File: src/rtl/vga_timing_gen_pkg.sv
`default_nettype none
// +--------------------------------------------------------------------------+
// | Package : vga_timing_pkg                                                 |
// | Purpose : Shared constants, types and helper functions for the VGA       |
// |           pixel-timing generator (1280x1024@60 Hz, 108 MHz pixel clock). |
// | Ports   : none (package)                                                 |
// | Revision: 1.0 - initial release                                          |
// +--------------------------------------------------------------------------+
package vga_timing_pkg;

   // Coordinate counter width and the largest total it can represent.
   localparam int C_COORD_W     = 12;
   localparam int C_COORD_LIMIT = 1 << C_COORD_W;

   // 1280x1024@60 Hz default mode.
   localparam int C_DEF_H_VISIBLE = 1280;
   localparam int C_DEF_H_FP      = 48;
   localparam int C_DEF_H_SYNC    = 112;
   localparam int C_DEF_H_BP      = 248;
   localparam int C_DEF_V_VISIBLE = 1024;
   localparam int C_DEF_V_FP      = 1;
   localparam int C_DEF_V_SYNC    = 3;
   localparam int C_DEF_V_BP      = 38;

   typedef logic [C_COORD_W-1:0] coord_t;

   // Bundle carried through the output delay line.
   typedef struct packed {
      logic hs;
      logic vs;
      logic active;
   } sync_bus_t;

   function automatic int calc_total(input int visible, input int fp,
                                     input int sync, input int bp);
      return visible + fp + sync + bp;
   endfunction

   // First coordinate of the sync pulse.
   function automatic int calc_sync_start(input int visible, input int fp);
      return visible + fp;
   endfunction

   // First coordinate after the sync pulse (exclusive end).
   function automatic int calc_sync_end(input int visible, input int fp,
                                        input int sync);
      return visible + fp + sync;
   endfunction

endpackage
`default_nettype wire

File: src/rtl/vga_timing_gen_if.sv
`default_nettype none
// +--------------------------------------------------------------------------+
// | Interface: vga_timing_gen_if                                             |
// | Purpose  : Timing bus between the pixel-timing generator (master) and    |
// |            the render pipeline / pin drivers (slave).                    |
// | Signals  : PIX_EN          - advance enable (slave -> master)            |
// |            VGA_horzCoord   - current column                              |
// |            VGA_vertCoord   - current row                                 |
// |            VGA_active      - coordinate is in the visible area           |
// |            VGA_HS, VGA_VS  - undelayed syncs for the current coordinate  |
// |            line_start      - one-clock strobe on entry to column 0       |
// |            frame_start     - one-clock strobe on entry to (0,0)          |
// |            VGA_*_OUT       - syncs/active delayed to match pixel colour  |
// | Revision : 1.0 - initial release                                         |
// +--------------------------------------------------------------------------+
interface vga_timing_gen_if;
   import vga_timing_pkg::*;

   logic   PIX_EN;
   coord_t VGA_horzCoord;
   coord_t VGA_vertCoord;
   logic   VGA_active;
   logic   VGA_HS;
   logic   VGA_VS;
   logic   line_start;
   logic   frame_start;
   logic   VGA_HS_OUT;
   logic   VGA_VS_OUT;
   logic   VGA_active_OUT;

   modport master (
      input  PIX_EN,
      output VGA_horzCoord, VGA_vertCoord, VGA_active, VGA_HS, VGA_VS,
             line_start, frame_start, VGA_HS_OUT, VGA_VS_OUT, VGA_active_OUT
   );

   modport slave (
      output PIX_EN,
      input  VGA_horzCoord, VGA_vertCoord, VGA_active, VGA_HS, VGA_VS,
             line_start, frame_start, VGA_HS_OUT, VGA_VS_OUT, VGA_active_OUT
   );

endinterface
`default_nettype wire

File: src/rtl/vga_timing_gen_sync_delay_line.sv
`default_nettype none
// +--------------------------------------------------------------------------+
// | Module  : sync_delay_line                                                |
// | Purpose : DEPTH-stage shift register with enable and synchronous reset   |
// |           of every stage to INIT. DEPTH = 0 is a pure wire.              |
// | Ports   : clk  - clock                                                   |
// |           rst  - synchronous active-high reset                           |
// |           i_en - shift enable                                            |
// |           i_d  - data in                                                 |
// |           o_q  - data out, DEPTH enabled cycles later                    |
// | Revision: 1.0 - initial release                                          |
// +--------------------------------------------------------------------------+
module sync_delay_line #(
   parameter int               WIDTH = 3,
   parameter int               DEPTH = 2,
   parameter logic [WIDTH-1:0] INIT  = '0
) (
   input  wire logic             clk,
   input  wire logic             rst,
   input  wire logic             i_en,
   input  wire logic [WIDTH-1:0] i_d,
   output logic      [WIDTH-1:0] o_q
);

   generate
      if (DEPTH == 0) begin : g_bypass
         // Clock, reset and enable have no job when there is no storage.
         logic w_unused;
         assign w_unused = &{1'b0, clk, rst, i_en};
         assign o_q      = i_d;
      end else begin : g_pipe
         logic [WIDTH-1:0] r_stage [DEPTH];

         always_ff @(posedge clk) begin
            if (rst) begin
               for (int i = 0; i < DEPTH; i++) begin
                  r_stage[i] <= INIT;
               end
            end else if (i_en) begin
               r_stage[0] <= i_d;
               for (int i = 1; i < DEPTH; i++) begin
                  r_stage[i] <= r_stage[i-1];
               end
            end
         end

         assign o_q = r_stage[DEPTH-1];
      end
   endgenerate

endmodule
`default_nettype wire

File: src/rtl/vga_timing_gen.sv
`default_nettype none
// +--------------------------------------------------------------------------+
// | Module  : vga_timing_gen                                                 |
// | Purpose : Free-running horizontal/vertical pixel counters with decoded   |
// |           sync, blanking and line/frame strobes, plus a delay line that  |
// |           keeps the pin-level syncs aligned with the render pipeline.    |
// | Ports   : CLK_VGA - pixel clock                                          |
// |           RESET   - synchronous active-high reset                        |
// |           vga     - timing bus (master side), see vga_timing_gen_if      |
// | Revision: 1.0 - initial release                                          |
// +--------------------------------------------------------------------------+
module vga_timing_gen
   import vga_timing_pkg::*;
#(
   parameter int H_VISIBLE  = C_DEF_H_VISIBLE,
   parameter int H_FP       = C_DEF_H_FP,
   parameter int H_SYNC     = C_DEF_H_SYNC,
   parameter int H_BP       = C_DEF_H_BP,
   parameter int V_VISIBLE  = C_DEF_V_VISIBLE,
   parameter int V_FP       = C_DEF_V_FP,
   parameter int V_SYNC     = C_DEF_V_SYNC,
   parameter int V_BP       = C_DEF_V_BP,
   parameter bit SYNC_POL   = 1'b1,
   parameter int PIPE_DEPTH = 2
) (
   input wire logic         CLK_VGA,
   input wire logic         RESET,
   vga_timing_gen_if.master vga
);

   localparam int C_H_TOTAL  = calc_total(H_VISIBLE, H_FP, H_SYNC, H_BP);
   localparam int C_V_TOTAL  = calc_total(V_VISIBLE, V_FP, V_SYNC, V_BP);
   localparam int C_HS_START = calc_sync_start(H_VISIBLE, H_FP);
   localparam int C_HS_END   = calc_sync_end(H_VISIBLE, H_FP, H_SYNC);
   localparam int C_VS_START = calc_sync_start(V_VISIBLE, V_FP);
   localparam int C_VS_END   = calc_sync_end(V_VISIBLE, V_FP, V_SYNC);

   // Idle level of everything in the delay line: syncs deasserted, blanked.
   localparam sync_bus_t C_SYNC_IDLE = '{hs: ~SYNC_POL, vs: ~SYNC_POL, active: 1'b0};

   // Elaboration-time sanity checks on the configuration.
   if (C_H_TOTAL > C_COORD_LIMIT) begin : g_chk_h_total
      $error("vga_timing_gen: H_TOTAL exceeds the coordinate counter range");
   end
   if (C_V_TOTAL > C_COORD_LIMIT) begin : g_chk_v_total
      $error("vga_timing_gen: V_TOTAL exceeds the coordinate counter range");
   end
   if (PIPE_DEPTH < 0 || PIPE_DEPTH > 8) begin : g_chk_depth
      $error("vga_timing_gen: PIPE_DEPTH must lie in 0..8");
   end

   coord_t    r_h;
   coord_t    r_v;
   logic      r_active;
   logic      r_hs;
   logic      r_vs;
   logic      r_line_start;
   logic      r_frame_start;

   logic      w_h_wrap;
   logic      w_v_wrap;
   coord_t    w_h_nxt;
   coord_t    w_v_nxt;
   logic      w_active_nxt;
   logic      w_hs_nxt;
   logic      w_vs_nxt;
   sync_bus_t w_sync_d;
   sync_bus_t w_sync_q;

   // Next coordinate; the decode below works on it so that the registered
   // levels always describe the coordinate registered alongside them.
   assign w_h_wrap = (r_h == coord_t'(C_H_TOTAL - 1));
   assign w_v_wrap = (r_v == coord_t'(C_V_TOTAL - 1));
   assign w_h_nxt  = w_h_wrap ? '0 : r_h + 1'b1;
   assign w_v_nxt  = !w_h_wrap ? r_v : (w_v_wrap ? '0 : r_v + 1'b1);

   assign w_active_nxt = (int'(w_h_nxt) < H_VISIBLE) && (int'(w_v_nxt) < V_VISIBLE);
   assign w_hs_nxt     = ((int'(w_h_nxt) >= C_HS_START) && (int'(w_h_nxt) < C_HS_END))
                         ? SYNC_POL : ~SYNC_POL;
   assign w_vs_nxt     = ((int'(w_v_nxt) >= C_VS_START) && (int'(w_v_nxt) < C_VS_END))
                         ? SYNC_POL : ~SYNC_POL;

   // Reset parks the counters on the last back-porch pixel so the first
   // advance lands on (0,0) with both strobes.
   always_ff @(posedge CLK_VGA) begin
      if (RESET) begin
         r_h           <= coord_t'(C_H_TOTAL - 1);
         r_v           <= coord_t'(C_V_TOTAL - 1);
         r_active      <= 1'b0;
         r_hs          <= ~SYNC_POL;
         r_vs          <= ~SYNC_POL;
         r_line_start  <= 1'b0;
         r_frame_start <= 1'b0;
      end else begin
         // Strobes last one clock even when the next edge does not advance.
         r_line_start  <= 1'b0;
         r_frame_start <= 1'b0;
         if (vga.PIX_EN) begin
            r_h           <= w_h_nxt;
            r_v           <= w_v_nxt;
            r_active      <= w_active_nxt;
            r_hs          <= w_hs_nxt;
            r_vs          <= w_vs_nxt;
            r_line_start  <= w_h_wrap;
            r_frame_start <= w_h_wrap & w_v_wrap;
         end
      end
   end

   assign w_sync_d = '{hs: r_hs, vs: r_vs, active: r_active};

   sync_delay_line #(
      .WIDTH ($bits(sync_bus_t)),
      .DEPTH (PIPE_DEPTH),
      .INIT  (C_SYNC_IDLE)
   ) u_sync_delay (
      .clk  (CLK_VGA),
      .rst  (RESET),
      .i_en (vga.PIX_EN),
      .i_d  (w_sync_d),
      .o_q  (w_sync_q)
   );

   assign vga.VGA_horzCoord  = r_h;
   assign vga.VGA_vertCoord  = r_v;
   assign vga.VGA_active     = r_active;
   assign vga.VGA_HS         = r_hs;
   assign vga.VGA_VS         = r_vs;
   assign vga.line_start     = r_line_start;
   assign vga.frame_start    = r_frame_start;
   assign vga.VGA_HS_OUT     = w_sync_q.hs;
   assign vga.VGA_VS_OUT     = w_sync_q.vs;
   assign vga.VGA_active_OUT = w_sync_q.active;

endmodule
`default_nettype wire

File: src/flat_wrapper.sv
// flat-port wrapper written by rule: the top's interface ports become plain ports
module vga_timing_gen_flat import vga_timing_pkg::*;
#(
   parameter int H_VISIBLE  = C_DEF_H_VISIBLE,
   parameter int H_FP       = C_DEF_H_FP,
   parameter int H_SYNC     = C_DEF_H_SYNC,
   parameter int H_BP       = C_DEF_H_BP,
   parameter int V_VISIBLE  = C_DEF_V_VISIBLE,
   parameter int V_FP       = C_DEF_V_FP,
   parameter int V_SYNC     = C_DEF_V_SYNC,
   parameter int V_BP       = C_DEF_V_BP,
   parameter bit SYNC_POL   = 1'b1,
   parameter int PIPE_DEPTH = 2
)
  (CLK_VGA, RESET, vga_PIX_EN, vga_VGA_horzCoord, vga_VGA_vertCoord, vga_VGA_active, vga_VGA_HS, vga_VGA_VS, vga_line_start, vga_frame_start, vga_VGA_HS_OUT, vga_VGA_VS_OUT, vga_VGA_active_OUT);
  vga_timing_gen_if vga_i ();
  input wire logic CLK_VGA;
  input wire logic RESET;
  input wire logic [$bits(vga_i.PIX_EN)-1:0] vga_PIX_EN;
  output wire logic [$bits(vga_i.VGA_horzCoord)-1:0] vga_VGA_horzCoord;
  output wire logic [$bits(vga_i.VGA_vertCoord)-1:0] vga_VGA_vertCoord;
  output wire logic [$bits(vga_i.VGA_active)-1:0] vga_VGA_active;
  output wire logic [$bits(vga_i.VGA_HS)-1:0] vga_VGA_HS;
  output wire logic [$bits(vga_i.VGA_VS)-1:0] vga_VGA_VS;
  output wire logic [$bits(vga_i.line_start)-1:0] vga_line_start;
  output wire logic [$bits(vga_i.frame_start)-1:0] vga_frame_start;
  output wire logic [$bits(vga_i.VGA_HS_OUT)-1:0] vga_VGA_HS_OUT;
  output wire logic [$bits(vga_i.VGA_VS_OUT)-1:0] vga_VGA_VS_OUT;
  output wire logic [$bits(vga_i.VGA_active_OUT)-1:0] vga_VGA_active_OUT;
  assign vga_i.PIX_EN = vga_PIX_EN;
  assign vga_VGA_horzCoord = vga_i.VGA_horzCoord;
  assign vga_VGA_vertCoord = vga_i.VGA_vertCoord;
  assign vga_VGA_active = vga_i.VGA_active;
  assign vga_VGA_HS = vga_i.VGA_HS;
  assign vga_VGA_VS = vga_i.VGA_VS;
  assign vga_line_start = vga_i.line_start;
  assign vga_frame_start = vga_i.frame_start;
  assign vga_VGA_HS_OUT = vga_i.VGA_HS_OUT;
  assign vga_VGA_VS_OUT = vga_i.VGA_VS_OUT;
  assign vga_VGA_active_OUT = vga_i.VGA_active_OUT;
  vga_timing_gen #(.H_VISIBLE(H_VISIBLE), .H_FP(H_FP), .H_SYNC(H_SYNC), .H_BP(H_BP), .V_VISIBLE(V_VISIBLE), .V_FP(V_FP), .V_SYNC(V_SYNC), .V_BP(V_BP), .SYNC_POL(SYNC_POL), .PIPE_DEPTH(PIPE_DEPTH)) u_core (.CLK_VGA(CLK_VGA), .RESET(RESET), .vga(vga_i));
endmodule
File: config.mk
export PLATFORM = sky130hd
export DESIGN_NAME = vga_timing_gen_flat
export DESIGN_NICKNAME = d
export VERILOG_FILES = /design/src/rtl/vga_timing_gen_pkg.sv /design/src/rtl/vga_timing_gen_if.sv /design/src/rtl/vga_timing_gen_sync_delay_line.sv /design/src/rtl/vga_timing_gen.sv /design/src/flat_wrapper.sv
export SDC_FILE = /design/constraint.sdc
export NUM_CORES = 1
export LEC_CHECK = 0
export BUFFER_PORTS_ARGS = -buffer_cell sky130_fd_sc_hd__buf_2
export CORE_ASPECT_RATIO = 1.25
export CORE_MARGIN = 2
export CORE_UTILIZATION = 55
export CTS_CLUSTER_SIZE = 14
export DETAILED_ROUTE_END_ITERATION = 8
export GPL_TIMING_DRIVEN = 0
export PLACE_DENSITY = 0.75
export SYNTH_ARGS = -nofsm -noshare
export SYNTH_HDL_FRONTEND = slang
export SYNTH_SLANG_ARGS = --single-unit
File: constraint.sdc
create_clock -name CLK_VGA -period 2.6 [get_ports CLK_VGA]
set_input_delay 0.26 -clock CLK_VGA [delete_from_list [all_inputs] [get_ports CLK_VGA]]
set_output_delay 0.26 -clock CLK_VGA [all_outputs]
set_load 0.02 [all_outputs]
# --- After elaboration in Yosys (flattened, before gate mapping) ---
# Memories as Yosys holds them, arrays and structs flattened.
# Cells that the tools add are included.
classes:
  n_bitwise: 4
  n_mul: 0
  n_lt_le_gt_ge: 6
  add_sub_neg: 2
  div: 0
  mux: 12
  eq_ne: 2
  shift: 0
  n_reduce_logical: 4
op_table:
  columns: ["operator", "n"]
  rows:
  - ["12-bit by 11-bit less-than comparator with 1-bit output (second input constant)", 4]
  - ["12-bit two-way mux", 3]
  - ["12-bit by 1-bit adder with 12-bit output (second input constant)", 2]
  - ["12-bit by 11-bit equality test with 1-bit output (second input constant)", 2]
  - ["12-bit by 11-bit >= comparator with 1-bit output (second input constant)", 2]
  - ["1-bit two-way mux", 7]
  - ["3-bit two-way mux", 2]
  - ["1-bit logical AND", 3]
  - ["1-bit OR", 2]
  - ["2-bit OR reduction", 1]
  - ["1-bit AND", 1]
  - ["1-bit NOT", 1]
totals:
  mem_count: 1
  reg_bits: 29
  in_bits: 3
  wordCells: 38
  ram_bits: 6
  out_inout_bits: 32
  rom_bits: 0
  latchBits: 0
memory_table:
  columns: ["memory", "depth", "width", "read_ports", "rd_clocked_by_memory_dff", "wr", "line_no", "source"]
  rows:
  - ["u_core.u_sync_delay.g_pipe.r_stage", 2, 3, 2, 0, 2, "vga_timing_gen_sync_delay_line.sv:32", "logic [WIDTH-1:0] r_stage [DEPTH];"]

# --- Depth between registers and ports, before layout ---
# Gate-level depths: netlist of the first run.
logic_depth:
  depth_word: 6
  ltp_mapped: 9
  ltp_nobuf: 8

# --- Hierarchy ---
# A second synthesis of the first run with hierarchy kept.
unflattened:
  cells_unflattened: 251
  hier_area_um2: 2084.5
modules_own_cells:
  columns: ["module", "instances", "seq_area_each_um2", "cells_each", "area_per_inst_um2"]
  rows:
  - ["vga_timing_gen", 1, 580.6, 235, 1823.0]
  - ["sync_delay_line", 1, 180.2, 16, 261.5]

# --- Worst setup path after synthesis of the first run ---
# No wires, ideal clock.
synth_path:
  kind: "reg2reg"
  from: "reg u_core.r_v[0], in the netlist u_core.vga.VGA_vertCoord[0]"
  to: "reg u_core.r_vs, in the netlist u_core.vga.VGA_VS"
  setup_ns: 0.117
  arrival_ns: 1.982
  synth_period_minus_slack_ns: 2.099
  setup_slack_ns: 0.501
  n_path_buf: 0
  stages_incl_launch_ff: 8
  path_cell_list: "dfxtp_1 > ha_1 > and3_1 > nand3_1 > o311ai_1 > o21ai_1 > a41o_1 > a32o_1"
synth_between:
  elab_chain_cells: 6
  elab_cells_between_ends: 8
  classes_between: "1 x add/sub; 2 x order compare; 1 x eq/ne; 3 x mux; 1 x reduce/logical"
synth_lines:
  columns: ["element", "line_no", "source"]
  rows:
  - ["from (decl)", "vga_timing_gen.sv:53", "coord_t r_v;"]
  - ["from (signal assigned)", "vga_timing_gen.sv:88", "r_v <= coord_t'(C_V_TOTAL - 1);"]
  - ["from (signal assigned)", "vga_timing_gen.sv:100", "r_v <= w_v_nxt;"]
  - ["12-bit by 1-bit adder with 12-bit output / 12-bit by 11-bit equality test with 1-bit output (equally long branches)", "vga_timing_gen.sv:75, vga_timing_gen.sv:73", null]
  - ["12-bit two-way mux", "vga_timing_gen.sv:75", "assign w_v_nxt = !w_h_wrap ? r_v : (w_v_wrap ? '0 : r_v + 1'b1);"]
  - ["12-bit two-way mux (*)", "vga_timing_gen.sv:75", null]
  - ["12-bit by 11-bit >= comparator with 1-bit output / 12-bit by 11-bit less-than comparator with 1-bit output (equally long branches)", "vga_timing_gen.sv:80", "assign w_vs_nxt = ((int'(w_v_nxt) >= C_VS_START) && (int'(w_v_nxt) < C_VS_END))"]
  - ["1-bit logical AND (*)", "vga_timing_gen.sv:80", null]
  - ["1-bit two-way mux (*)", "vga_timing_gen.sv:81", "? SYNC_POL : ~SYNC_POL;"]
  - ["to (signal assigned)", "vga_timing_gen.sv:91", "r_vs <= ~SYNC_POL;"]
  - ["to (signal assigned)", "vga_timing_gen.sv:103", "r_vs <= w_vs_nxt;"]
  - ["to (decl)", "vga_timing_gen.sv:56", "logic r_vs;"]
# Every way passes the cells marked *; elsewhere a longest branch is shown, timed or not.
# A chain may end at the register's enable or synchronous reset.

# --- Worst setup path after layout of the first run ---
# Ends and elaborated chain as after synthesis.

==> results of run 1 <==
-- cells in the final DEF, fill, tap and decap left out, types with 4 or more instances in the layout --
cell type / instances
dfxtp_1: 29
buf_2: 37
a21oi_1: 19
xor2_1: 8
edfxtp_1: 6
clkbuf_1: 10
nand4_1: 6
nor2_1: 36
xnor2_1: 6
nand2_1: 20
and3_1: 12
nand3_1: 15
nor3_1: 10
o21ai_0: 11
clkbuf_8: 5
nor4_1: 4
inv_1: 8
-- area by class of cell --
class	count	area, um2	area share [%]
Multi-Input combinational cell	192	1160	48.7
Tap cell	39	48.8	2.04
Timing Repair Buffer	32	160	6.71
Clock buffer	5	68.8	2.88
Sequential cell	35	761	31.8
Clock inverter	3	67.6	2.83
Buffer	18	90.1	3.77
Inverter	8	30.0	1.26
-- registers in the layout, indices dropped and copies added, names as in the netlist --
| signal | count |
|---|---|
| u_core.u_sync_delay.g_pipe.r_stage | 6 |
| u_core.vga.VGA_HS | 1 |
| u_core.vga.VGA_VS | 1 |
| u_core.vga.VGA_active | 1 |
| u_core.vga.VGA_horzCoord | 12 |
| u_core.vga.VGA_vertCoord | 12 |
| u_core.vga.frame_start | 1 |
| u_core.vga.line_start | 1 |
-- worst max-delay path by stage --
stage / startpoint / endpoint / slack (ns) / depth (start not counted)
2_1_floorplan: u_core.vga.VGA_vertCoord[0]$_SDFFE_PP1P_ / u_core.vga.VGA_VS$_SDFFE_PP0P_ / 0.50 / 7
3_3_place_gp: u_core.vga.VGA_vertCoord[0]$_SDFFE_PP1P_ / u_core.vga.VGA_VS$_SDFFE_PP0P_ / 0.38 / 7
3_5_place_dp: u_core.vga.VGA_vertCoord[0]$_SDFFE_PP1P_ / u_core.vga.VGA_VS$_SDFFE_PP0P_ / 0.38 / 7
4_1_cts: u_core.vga.VGA_vertCoord[0]$_SDFFE_PP1P_ / u_core.vga.VGA_VS$_SDFFE_PP0P_ / 0.36 / 7
5_1_grt: u_core.vga.VGA_horzCoord[0]$_SDFFE_PP1P_ / u_core.vga.VGA_HS$_SDFFE_PP0P_ / 0.18 / 7
6_report: u_core.vga.VGA_vertCoord[0]$_SDFFE_PP1P_ / u_core.vga.VGA_VS$_SDFFE_PP0P_ / 0.32 / 7
-- cells by family after synthesis --
group                      after synthesis  share of synthesized area, %
and+or+nand+nor                        118                          30.1
xor gates and xnor gates                14                          6.00
adders and majority gates                3                          1.84
AOI/OAI and AO/OA                       57                          18.9
DFF                                     35                          37.2
buffers and inverters                   26                          5.88
-- power by group --
part | switching, W | internal, W | total (W) | leakage (nW)
Sequential | 0.0000467 | 0.000588 | 0.000635 | 0.303
Combinational | 0.000270 | 0.000165 | 0.000435 | 0.652
Clock | 0.000218 | 0.000383 | 0.000601 | 0.0644
-- worst max-delay path: stages (launching register included) --
cell      delay [ns]
dfxtp_1         0.48
ha_1            0.26
and3_1          0.22
nand3_1         0.20
o311ai_1        0.37
o21ai_1         0.13
a41o_1          0.27
a32o_1          0.25
-- stage by stage --
| step | util [%] | total power [W] |
|---|---|---|
| finish | 68.0 | 0.00167 |
| detailed placement | 64.1 | 0.00107 |
| global placement | 64.1 | 0.00107 |
| CTS | 68.0 | 0.00167 |
| global route | 68.0 | 0.00176 |
| floorplan | - | 0.000962 |
-- routing by layer --
layer  vias up  wire length (um)  part of all wire [%]
met4         0               117                   2.3
met1       915              2140                    42
met3        13               232                   4.5
met2        51              2660                    52
li1        999                 -                     -
met5         -                 0                     0
==> reports/metrics.csv, run 1 <==
metric,value,unit
r2r-start,u_core.vga.VGA_vertCoord[0]$_SDFFE_PP1P_,
synth.top_cell.area_share,28.4,%
fin_hold_ws,0.437,ns
hold_path_class,input pin to flip-flop,
clock_latency,0.30,ns
relSlewSlack,62.9,%
clock-sinks,35,
port_buffers,32,
cts_tree,done,
hold_depth,2,
grt_use_total,26.9,%
antenna_found_initial,0,
period_minus_slack,2.28,ns
r2r_slack,0.32,ns
ys_types,52,
first_pass_iters,4,
die_height,72.1,um
grt_setup_unrepaired,false,
final-max-slew-violation-count,0,
die_w,58.5,um
globalRouteMet3Util,5.88,%
post-synth-top-count-cell,nor2_1,
synthTopCellsByArea,"dfxtp_1, edfxtp_1, nor2_1",
ys_seq_elements,35,
hold_viol,0,
fin_crit_sh,87.7,%
drtIter0Drc,85,
stdcell_count,332,
cts.htree.levels,2,
nNetsFinal,298,
crit_arrival,2.48,ns
drt_wl_total,5140,um
cp_max_fo,9,
drive_above_1_share,19.1,%
gp_congestion,0.887,
setup_viol,0,
p_per_area,700,nW/um2
syn_avg_cell_area,8.08,um2
tightestPinTransition,0.557,ns
synth_flop_cell,dfxtp_1,
dieArea,4220,um2
wl_per_cell,15.5,um
cts-root-buf,clkbuf_8,
yosysSeqAreaShare,37.2,%
r2r_end,u_core.vga.VGA_VS$_SDFFE_PP0P_,
yosysWarnings,0,
num_vias,1978,
grt_pass1_wl,8590,um
fin_setup_tns,0,ns
clk_path_buf_depth,2,
start_kind,flip-flop,
clk_transition_reported_paths,0.08,ns
cts.repair.resized,0,
dp_hpwl,3760,um
yosys.area.top_type,dfxtp_1,
overflow,0,
start_util,58.2,%
place_ws,0.382,ns
fin_ws,0.321,ns
grtUsageMet2,47.8,%
peakVddDrop,0.555,mV
drc,0,
crit_type,flip-flop to flip-flop,
ctsHoldBuffers,0,
first_global_vias,1841,
hold_end,u_core.vga.VGA_vertCoord[11]$_SDFFE_PP0P_,
skew,0.00799,ns
post_dp_cell_area,2250,um2
required,2.80,ns
synth-edff-count,6,
gr-usage-met1,29.7,%
core,3510,um2
min_from,RESET,
final_area,2390,um2
rows,24,
ant_nets,0,
ys_async_sr_fraction,0,%
end_kind,flip-flop,
cts-buffers-inserted,5,
io_pins,35,
fmax,439,MHz
maxCapViolCount,0,
viasPerCell,5.96,
reg2regPathDepth,7,
top_usage_layer,met2,
diodes,0,
dp.cells,324,
syn_area,2040,um2
grt_max_degree,13,
post_cts.repair.setup_buffers,0,
outcome,"finished, final reports clean",
synth_common_cells,"nor2_1, dfxtp_1, nand2_1",
p_leak,1.02,nW
syn2layout_area_growth,16.9,%
synth_nets,259,
syn_inst,253,
n_fill_cell,321,
Power figures use the tool's default switching activity.
==> inputs of run 2 (changes only) <==
--- a/config.mk
+++ b/config.mk
@@ -6,7 +6,7 @@
 export NUM_CORES = 1
 export LEC_CHECK = 0
 export BUFFER_PORTS_ARGS = -buffer_cell sky130_fd_sc_hd__buf_2
-export CORE_ASPECT_RATIO = 1.25
+export CORE_ASPECT_RATIO = 1.2
 export CORE_MARGIN = 2
 export CORE_UTILIZATION = 55
 export CTS_CLUSTER_SIZE = 14
==> run 2 against run 1 <==
  * Via count increased by 3.0%
  * Worst hold slack better by 0.021 ns
  * Highest routed layer unchanged
  * Routed wire length fell by 0.51%
  * Global-route usage fell by 1.0 points
  * Largest power group unchanged
  * Critical path depth unchanged
  * Largest cell class unchanged
  * Total power shrank 5.0%
==> reports/metrics.csv, run 2 (synthesized netlist as in run 1, its figures left out) <==
metric,value,unit
clk_path_buf_depth,2,
skew,0.00806,ns
cts_tree,done,
viasPerCell,6.14,
drtIter0Drc,143,
p_leak,1.01,nW
post_cts.repair.setup_buffers,0,
hold_viol,0,
grt_use_total,25.9,%
fin_setup_tns,0,ns
ctsHoldBuffers,0,
reg2regPathDepth,7,
post_dp_cell_area,2250,um2
first_pass_iters,4,
r2r_slack,0.33,ns
nNetsFinal,298,
final_common_cell,buf_2,
drt_wl_total,5120,um
relSlewSlack,62.1,%
fmax,441,MHz
clk_transition_reported_paths,0.08,ns
hold_path_class,input pin to flip-flop,
outcome,"finished, final reports clean",
port_buffers,32,
required,2.79,ns
maxCapViolCount,0,
cts.htree.levels,2,
fin_ws,0.331,ns
io_pins,35,
syn2layout_area_growth,15.9,%
cts-buffers-inserted,5,
drive_above_1_share,19.1,%
tightestPinTransition,0.569,ns
antenna_found_initial,0,
end_kind,flip-flop,
dp_hpwl,3690,um
diodes,0,
n_fill_cell,334,
dieArea,4220,um2
final-max-slew-violation-count,0,
gp_congestion,0.933,
grt_pass1_wl,8470,um
start_util,56.7,%
cts.repair.resized,0,
ant_nets,0,
cp_max_fo,9,
clock-sinks,35,
r2r_end,u_core.vga.VGA_VS$_SDFFE_PP0P_,
cts-root-buf,clkbuf_8,
fin_crit_sh,87.3,%
num_vias,2037,
crit_type,flip-flop to flip-flop,
overflow,0,
drc,0,
min_from,RESET,
clock_latency,0.29,ns
grt_setup_unrepaired,false,
place_ws,0.387,ns
wl_per_cell,15.4,um
p_per_area,670,nW/um2
die_height,70.8,um
setup_viol,0,
final_area,2370,um2
hold_end,u_core.vga.VGA_vertCoord[11]$_SDFFE_PP0P_,
grt_max_degree,14,
core,3600,um2
hold_depth,2,
die_w,59.6,um
first_global_vias,1860,
period_minus_slack,2.27,ns
crit_arrival,2.46,ns
dp.cells,324,
start_kind,flip-flop,
peakVddDrop,0.401,mV
r2r-start,u_core.vga.VGA_vertCoord[0]$_SDFFE_PP1P_,
fin_hold_ws,0.457,ns
rows,24,
stdcell_count,332,
layout_common_cells,"buf_2, nor2_1, dfxtp_1, nand2_1, a21oi_1",
==> run 2: per-stage QoR <==
stage	power, W	util [%]
global route	0.00166	65.7
global placement	0.00107	62.5
detailed placement	0.00108	62.5
finish	0.00159	65.7
CTS	0.00158	65.7
floorplan	0.000962	-
==> run 2: layer usage <==
metal | global-route usage [%] | up-vias | share of wire, % | wire (um)
li1 | - | 996 | - | -
met1 | 30.5 | 964 | 42 | 2170
met2 | 45.2 | 67 | 51 | 2600
met3 | 4.94 | 10 | 5.1 | 263
met4 | 9.88 | 0 | 1.7 | 88
met5 | 0 | - | 0 | 0
==> run 2: critical path, cell delays in order (launching register included) <==
cell,delay (ns)
dfxtp_1,0.48
ha_1,0.25
and3_1,0.24
nand3_1,0.20
o311ai_1,0.36
o21ai_1,0.13
a41o_1,0.27
a32o_1,0.24
==> run 2: final cells by class <==
type | instances | area (um2) | area share (%)
multi-input cells | 192 | 1160 | 49.1
flip-flops and latches | 35 | 761 | 32.1
repair buffers | 32 | 160 | 6.76
plain buffers | 18 | 90.1 | 3.80
clock buffers | 5 | 68.8 | 2.91
well taps | 39 | 48.8 | 2.06
clock inverters | 3 | 47.5 | 2.01
inverters | 8 | 30.0 | 1.27
==> run 2: where the power goes <==
group          internal [W]  switching (W)
sequential         0.000588      0.0000467
combinational      0.000165       0.000272
clock              0.000291       0.000226
==> run 2: worst max path at each step <==
stage,endpoint,slack [ns],depth (start not counted),from
after CTS,u_core.vga.VGA_VS$_SDFFE_PP0P_,0.35,7,u_core.vga.VGA_vertCoord[0]$_SDFFE_PP1P_
after detailed placement,u_core.vga.VGA_VS$_SDFFE_PP0P_,0.39,7,u_core.vga.VGA_vertCoord[0]$_SDFFE_PP1P_
after global placement,u_core.vga.VGA_VS$_SDFFE_PP0P_,0.37,7,u_core.vga.VGA_vertCoord[0]$_SDFFE_PP1P_
after floorplan,u_core.vga.VGA_VS$_SDFFE_PP0P_,0.50,7,u_core.vga.VGA_vertCoord[0]$_SDFFE_PP1P_
final,u_core.vga.VGA_VS$_SDFFE_PP0P_,0.33,7,u_core.vga.VGA_vertCoord[0]$_SDFFE_PP1P_
after global routing,u_core.vga.VGA_vertCoord[5]$_SDFFE_PP1P_,0.15,8,u_core.vga.VGA_horzCoord[0]$_SDFFE_PP1P_
